**src/rtl/wr_arbiter.sv**
```systemverilog
// Round-robin arbiter sharing one packet write path among N ports; grant is held
// per packet, header/data forwarded with one registered cycle and a length watchdog.
module wr_arbiter #(
  parameter int N       = 16,
  parameter int DW      = 16,
  parameter int MAX_LEN = 512
) (
  input  logic                 clk,
  input  logic                 rst,
  input  logic [N-1:0]         in_req,
  input  logic [4*N-1:0]       in_dest,
  input  logic [3*N-1:0]       in_prior,
  input  logic [N-1:0]         in_vld,
  input  logic [N-1:0]         in_eop,
  input  logic [DW*N-1:0]      in_data,
  output logic [N-1:0]         in_rdy,
  input  logic                 out_ready,
  output logic [N-1:0]         gnt,
  output logic                 out_sop,
  output logic [3:0]           out_dest,
  output logic [2:0]           out_prior,
  output logic [$clog2(N)-1:0] out_port,
  output logic                 out_vld,
  output logic [DW-1:0]        out_data,
  output logic                 out_eop,
  output logic                 out_abort,
  output logic                 busy
);

  // state | meaning
  // IDLE  | waiting for a request while downstream is ready
  // XFER  | grant held, forwarding words until eop or watchdog
  // GAP   | one dead cycle, advance round-robin pointer
  localparam int PW = $clog2(N);
  localparam logic [1:0] ST_IDLE = 2'd0;
  localparam logic [1:0] ST_XFER = 2'd1;
  localparam logic [1:0] ST_GAP  = 2'd2;
  localparam logic [9:0] LEN_LIM = 10'(MAX_LEN);

  logic [1:0]    state_q, state_d;
  logic [PW-1:0] rr_ptr_q, rr_ptr_d;
  logic [9:0]    len_cnt_q, len_cnt_d;
  logic [N-1:0]  gnt_q, gnt_d;
  logic          sop_q, sop_d;
  logic [3:0]    dest_q, dest_d;
  logic [2:0]    prior_q, prior_d;
  logic [PW-1:0] port_q, port_d;
  logic          vld_q, vld_d;
  logic [DW-1:0] data_q, data_d;
  logic          eop_q, eop_d;
  logic          abort_q, abort_d;

  logic [PW-1:0] sel;
  logic [PW-1:0] cand;
  logic          found;
  logic          xfer;
  logic          word_eop;
  logic          at_limit;

  // first requester at or after rr_ptr, wrapping mod N
  always_comb begin
    sel   = rr_ptr_q;
    cand  = rr_ptr_q;
    found = 1'b0;
    for (int i = 0; i < N; i++) begin
      cand = rr_ptr_q + PW'(i);
      if (!found && in_req[cand]) begin
        sel   = cand;
        found = 1'b1;
      end
    end
  end

  assign in_rdy   = gnt_q & {N{out_ready}};
  assign xfer     = (state_q == ST_XFER) && in_vld[port_q] && in_rdy[port_q];
  assign word_eop = in_eop[port_q];
  assign at_limit = (len_cnt_q + 10'd1) == LEN_LIM;

  always_comb begin
    state_d   = state_q;
    rr_ptr_d  = rr_ptr_q;
    len_cnt_d = len_cnt_q;
    gnt_d     = gnt_q;
    sop_d     = 1'b0;
    dest_d    = dest_q;
    prior_d   = prior_q;
    port_d    = port_q;
    vld_d     = 1'b0;
    data_d    = data_q;
    eop_d     = 1'b0;
    abort_d   = 1'b0;
    case (state_q)
      ST_IDLE: begin
        if (|in_req && out_ready) begin
          gnt_d      = '0;
          gnt_d[sel] = 1'b1;
          sop_d      = 1'b1;
          dest_d     = in_dest[4*sel +: 4];
          prior_d    = in_prior[3*sel +: 3];
          port_d     = sel;
          state_d    = ST_XFER;
        end
      end
      ST_XFER: begin
        if (xfer) begin
          vld_d     = 1'b1;
          data_d    = in_data[DW*port_q +: DW];
          len_cnt_d = len_cnt_q + 10'd1;
          // a real eop on the limit word is a normal end, not an abort
          if (word_eop || at_limit) begin
            eop_d   = 1'b1;
            abort_d = !word_eop;
            gnt_d   = '0;
            state_d = ST_GAP;
          end
        end
      end
      ST_GAP: begin
        rr_ptr_d  = port_q + PW'(1);
        len_cnt_d = '0;
        state_d   = ST_IDLE;
      end
      default: begin
        gnt_d   = '0;
        state_d = ST_IDLE;
      end
    endcase
  end

  always_ff @(posedge clk or posedge rst) begin
    if (rst) begin
      state_q   <= ST_IDLE;
      rr_ptr_q  <= '0;
      len_cnt_q <= '0;
      gnt_q     <= '0;
      sop_q     <= 1'b0;
      dest_q    <= '0;
      prior_q   <= '0;
      port_q    <= '0;
      vld_q     <= 1'b0;
      data_q    <= '0;
      eop_q     <= 1'b0;
      abort_q   <= 1'b0;
    end else begin
      state_q   <= state_d;
      rr_ptr_q  <= rr_ptr_d;
      len_cnt_q <= len_cnt_d;
      gnt_q     <= gnt_d;
      sop_q     <= sop_d;
      dest_q    <= dest_d;
      prior_q   <= prior_d;
      port_q    <= port_d;
      vld_q     <= vld_d;
      data_q    <= data_d;
      eop_q     <= eop_d;
      abort_q   <= abort_d;
    end
  end

  assign gnt       = gnt_q;
  assign out_sop   = sop_q;
  assign out_dest  = dest_q;
  assign out_prior = prior_q;
  assign out_port  = port_q;
  assign out_vld   = vld_q;
  assign out_data  = data_q;
  assign out_eop   = eop_q;
  assign out_abort = abort_q;
  assign busy      = state_q != ST_IDLE;

endmodule

```
**config.mk**
```make
export PLATFORM = sky130hd
export DESIGN_NAME = wr_arbiter
export DESIGN_NICKNAME = d
export VERILOG_FILES = /design/src/rtl/wr_arbiter.sv
export SDC_FILE = /design/constraint.sdc
export NUM_CORES = 1
export LEC_CHECK = 0
export ABC_AREA = 0
export BUFFER_PORTS_ARGS = -buffer_cell sky130_fd_sc_hd__buf_4
export CORE_AREA = 2 2 190 192
export DETAILED_ROUTE_END_ITERATION = 8
export DIE_AREA = 0 0 192 194
export GPL_TIMING_DRIVEN = 0
export MAX_ROUTING_LAYER = met4
export PLACE_DENSITY = 0.48
export SLEW_MARGIN = 20
export SYNTH_ARGS = -nofsm -noshare
export SYNTH_HDL_FRONTEND = slang
export SYNTH_SLANG_ARGS = --single-unit
```
**constraint.sdc**
```tcl
create_clock -name clk -period 5.24 [get_ports clk]
set_clock_uncertainty 0.05 [all_clocks]
set_input_delay 0.524 -clock clk [delete_from_list [all_inputs] [get_ports clk]]
set_output_delay 0.524 -clock clk [all_outputs]
set_load 0.05 [all_outputs]
```
==> results.cfg <==
[power_and_ir_drop]
p_sw_uw = 467
power.leakage_nw = 5.87
cellInternalPower_mw = 1.28
p_comb_share_pct = 33.1
ir_drop_v = 0.000129
power_frac_seq_pct = 27.9
power_mw = 1.75
powerDensity_mw_per_mm2 = 130
p_clk_share_pct = 39.0
power_switching_share_pct = 26.7

[timing]
final-hold-violation-count = 0
min_period_ns = 5.09
holdWs_ns = 0.0518
final-setup-viol-count = 0
finalWorstSetupSlack_ns = 0.146
fmax_mhz = 196
setup-tns-final_ns = 0
max_slew.worst_pin.slew_ns = 1.01
period_share_pct = 97.2
slew_headroom_pct = 32.9
final-max-slew-violation-count = 0

[finish]
final_cell_mix = buf_4, mux4_2, nand2_1, nor2_1, dfrtp_1
nFillCells = 3625
nets = 1769
final_cells = 1809
drive_gt1_share_pct = 54.9
synthToLayoutAreaGrowth_pct = 57.6
fin_util_pct = 38.2
final_common_cell = buf_4
design_area_mm2 = 0.0135

[grt]
grt_overflow_total = 0
grt_first_pass_wirelength_mm = 69.6
grt_max_degree = 54
globalRouteTotalUtil_pct = 26.6
antenna_found_initial = 5
grt_pass1_vias = 10000

[logic_synthesis]
synth_compound_gate_area_share_pct = 18.0
synthMuxAreaShare_pct = 41.6
synth-seq-area-share_pct = 18.5
synthArstFlopShare_pct = 100
synth-edff-count = 0
synth_flop_cell = dfrtp_1
ys_ff_latch = 63
avgSynthCellArea_um2 = 10.2
synthXorXnorAreaFrac_pct = 1.42
synth_simple_gate_area_share_pct = 14.7
synth_adder_area_share_pct = 1.32
syn_area_mm2 = 0.00854
syn_nets = 1265
synth_top_family_by_area = multiplexers
ys.warnings.count = 0
synth.distinct_cells = 78
netlist_instances = 837

[worst_setup_path]
worst_path_max_delay_cell = mux4_2
arrival_ns = 5.25
endpoint_kind = register
cpPeakStageDelay_ns = 0.52
path_class = reg -> reg
crit_path_start_kind = register
cp_common_cell = buf_2
crit_required_ns = 5.40
path_max_fanout = 10
cp_cell_sequence = buf_2, buf_4, clkinv_4, ha_1, buf_2, buf_4, mux4_2, mux2i_4, mux2_4, nand2_1, nand4b_1, a211oi_4, o31a_1, or2_1, buf_2, buf_6, mux4_2, a32oi_1, a31oi_1
rrSetupSlack_ns = 0.15
reg2reg_depth = 19

[detailed_routing]
drc = 0
wl_per_cell_um = 27.3
wirelength_mm = 49.3
num_vias = 9854
via_per_inst = 5.45
ant_nets = 0
dr.pass1.iters = 5
drt_iter0_drc = 768

[place]
dp.cells = 1781
port_buffers = 482
place_congestion = 0.947
dp_hpwl_mm = 41.4
dp_slack_ns = -1.60
placed_area_mm2 = 0.0128

[floorplan]
fp.coreArea_mm2 = 0.0352
die_h_um = 194
dieArea_mm2 = 0.0372
start_util_pct = 24.2
ios = 483
die_x_um = 192
rows = 69

[status]
status = complete, no violations

[clock_network]
cts_tree = done
cts_buffer_depth = 2
clock-sinks = 63
clock_latency_ns = 0.33
cts_buffers = 9
clk_pin_slew_ns = 0.06
htree_levels = 3
ctsRootBufferMaster = clkbuf_16

[min_path]
hold_class = in -> async

[flow_run]
cap_violations = 0
-- worst max-delay path: cells and delay by family (launching register included) --
| kind | cells | cell delay (ns) |
|---|---|---|
| adders and majority gates | 1 | 0.31 |
| muxes | 4 | 1.38 |
| DFF | 1 | 0.36 |
| AOI/OAI and AO/OA | 4 | 0.87 |
| buffers and inverters | 7 | 1.38 |
| and+or+nand+nor | 3 | 0.58 |
-- power groups by stage --
stage	Combinational [mW]	Clock, mW	Sequential (mW)
after floorplan	0.213	0	0.495
after global placement	0.547	0	0.495
after detailed placement	0.553	0	0.495
final	0.578	0.681	0.487
after global routing	0.613	0.714	0.486
after CTS	0.567	0.691	0.487
-- cells by family after synthesis --
logic type               after synthesis
AO/OA/AOI/OAI                        216
XOR/XNOR                              13
adder cells (fa/ha/maj)                9
buffers and inverters                 80
flip-flops                            63
multiplexers                         198
AND/OR/NAND/NOR                      258
-- worst paths after layout --
path / startpoint / endpoint
min reg2reg: out_data[3] / out_data[3]
min in group clk: out_data[3] / out_data[3]
max reg2reg: rr_ptr_q[2] / out_dest[0]
min: rst / out_data[11]
max: rr_ptr_q[2] / out_dest[0]
max in group asynchronous: rst / rr_ptr_q[1]
-- state kept, by name (all words and copies together), names as in the netlist --
name and cells:
out_vld 1, state_q 2, out_dest 4, out_sop 1, rr_ptr_q 4, gnt 16, out_port 4, out_eop 1
len_cnt_q 10, out_abort 1, out_prior 3, out_data 16
-- metal layers --
layer	track usage (%)	share of wire (%)	up-vias
met5	-	0	-
met4	5.00	1.7	0
met3	3.84	5.7	43
met2	46.2	53	422
met1	32.8	40	5027
li1	-	-	4362
-- cell usage after synthesis (9+ instances only) --
cell	instances	share of area (%)
a211oi_1	11	0.97
a21oi_1	38	2.2
a22o_1	19	1.9
a22oi_1	10	0.88
a31oi_1	12	0.88
and2_1	21	1.5
buf_1	9	0.40
buf_2	14	0.82
clkbuf_1	28	1.2
dfrtp_1	63	18
ha_1	9	1.3
inv_1	12	0.53
mux2_2	29	3.8
mux2i_1	39	4.6
mux4_2	121	32
nand2_1	76	3.3
nand3_1	20	1.2
nor2_1	77	3.4
nor4_1	9	0.66
o21ai_0	38	2.2
-- what timing repair did --
action | 4_1_cts | 5_1_grt
buffers inserted | 9 | 3
endpoints found under the setup margin | 27 | 23
resized for setup | 42 | 28
pin swaps | 3 | 7
hold buffers | 0 | 0
cloned | 0 | 0
-- layout make-up --
class,instances,area (µm²),area share (%)
Multi-Input combinational cell,694,6770,50.3
Buffer,61,368,2.73
Tap cell,461,577,4.29
Timing Repair Buffer,495,3740,27.8
Inverter,17,86.3,0.642
Antenna cell,3,7.51,0.0558
Sequential cell,63,1580,11.7
Clock buffer,12,267,1.98
Clock inverter,3,65.1,0.483
Power figures use the tool's default switching activity.
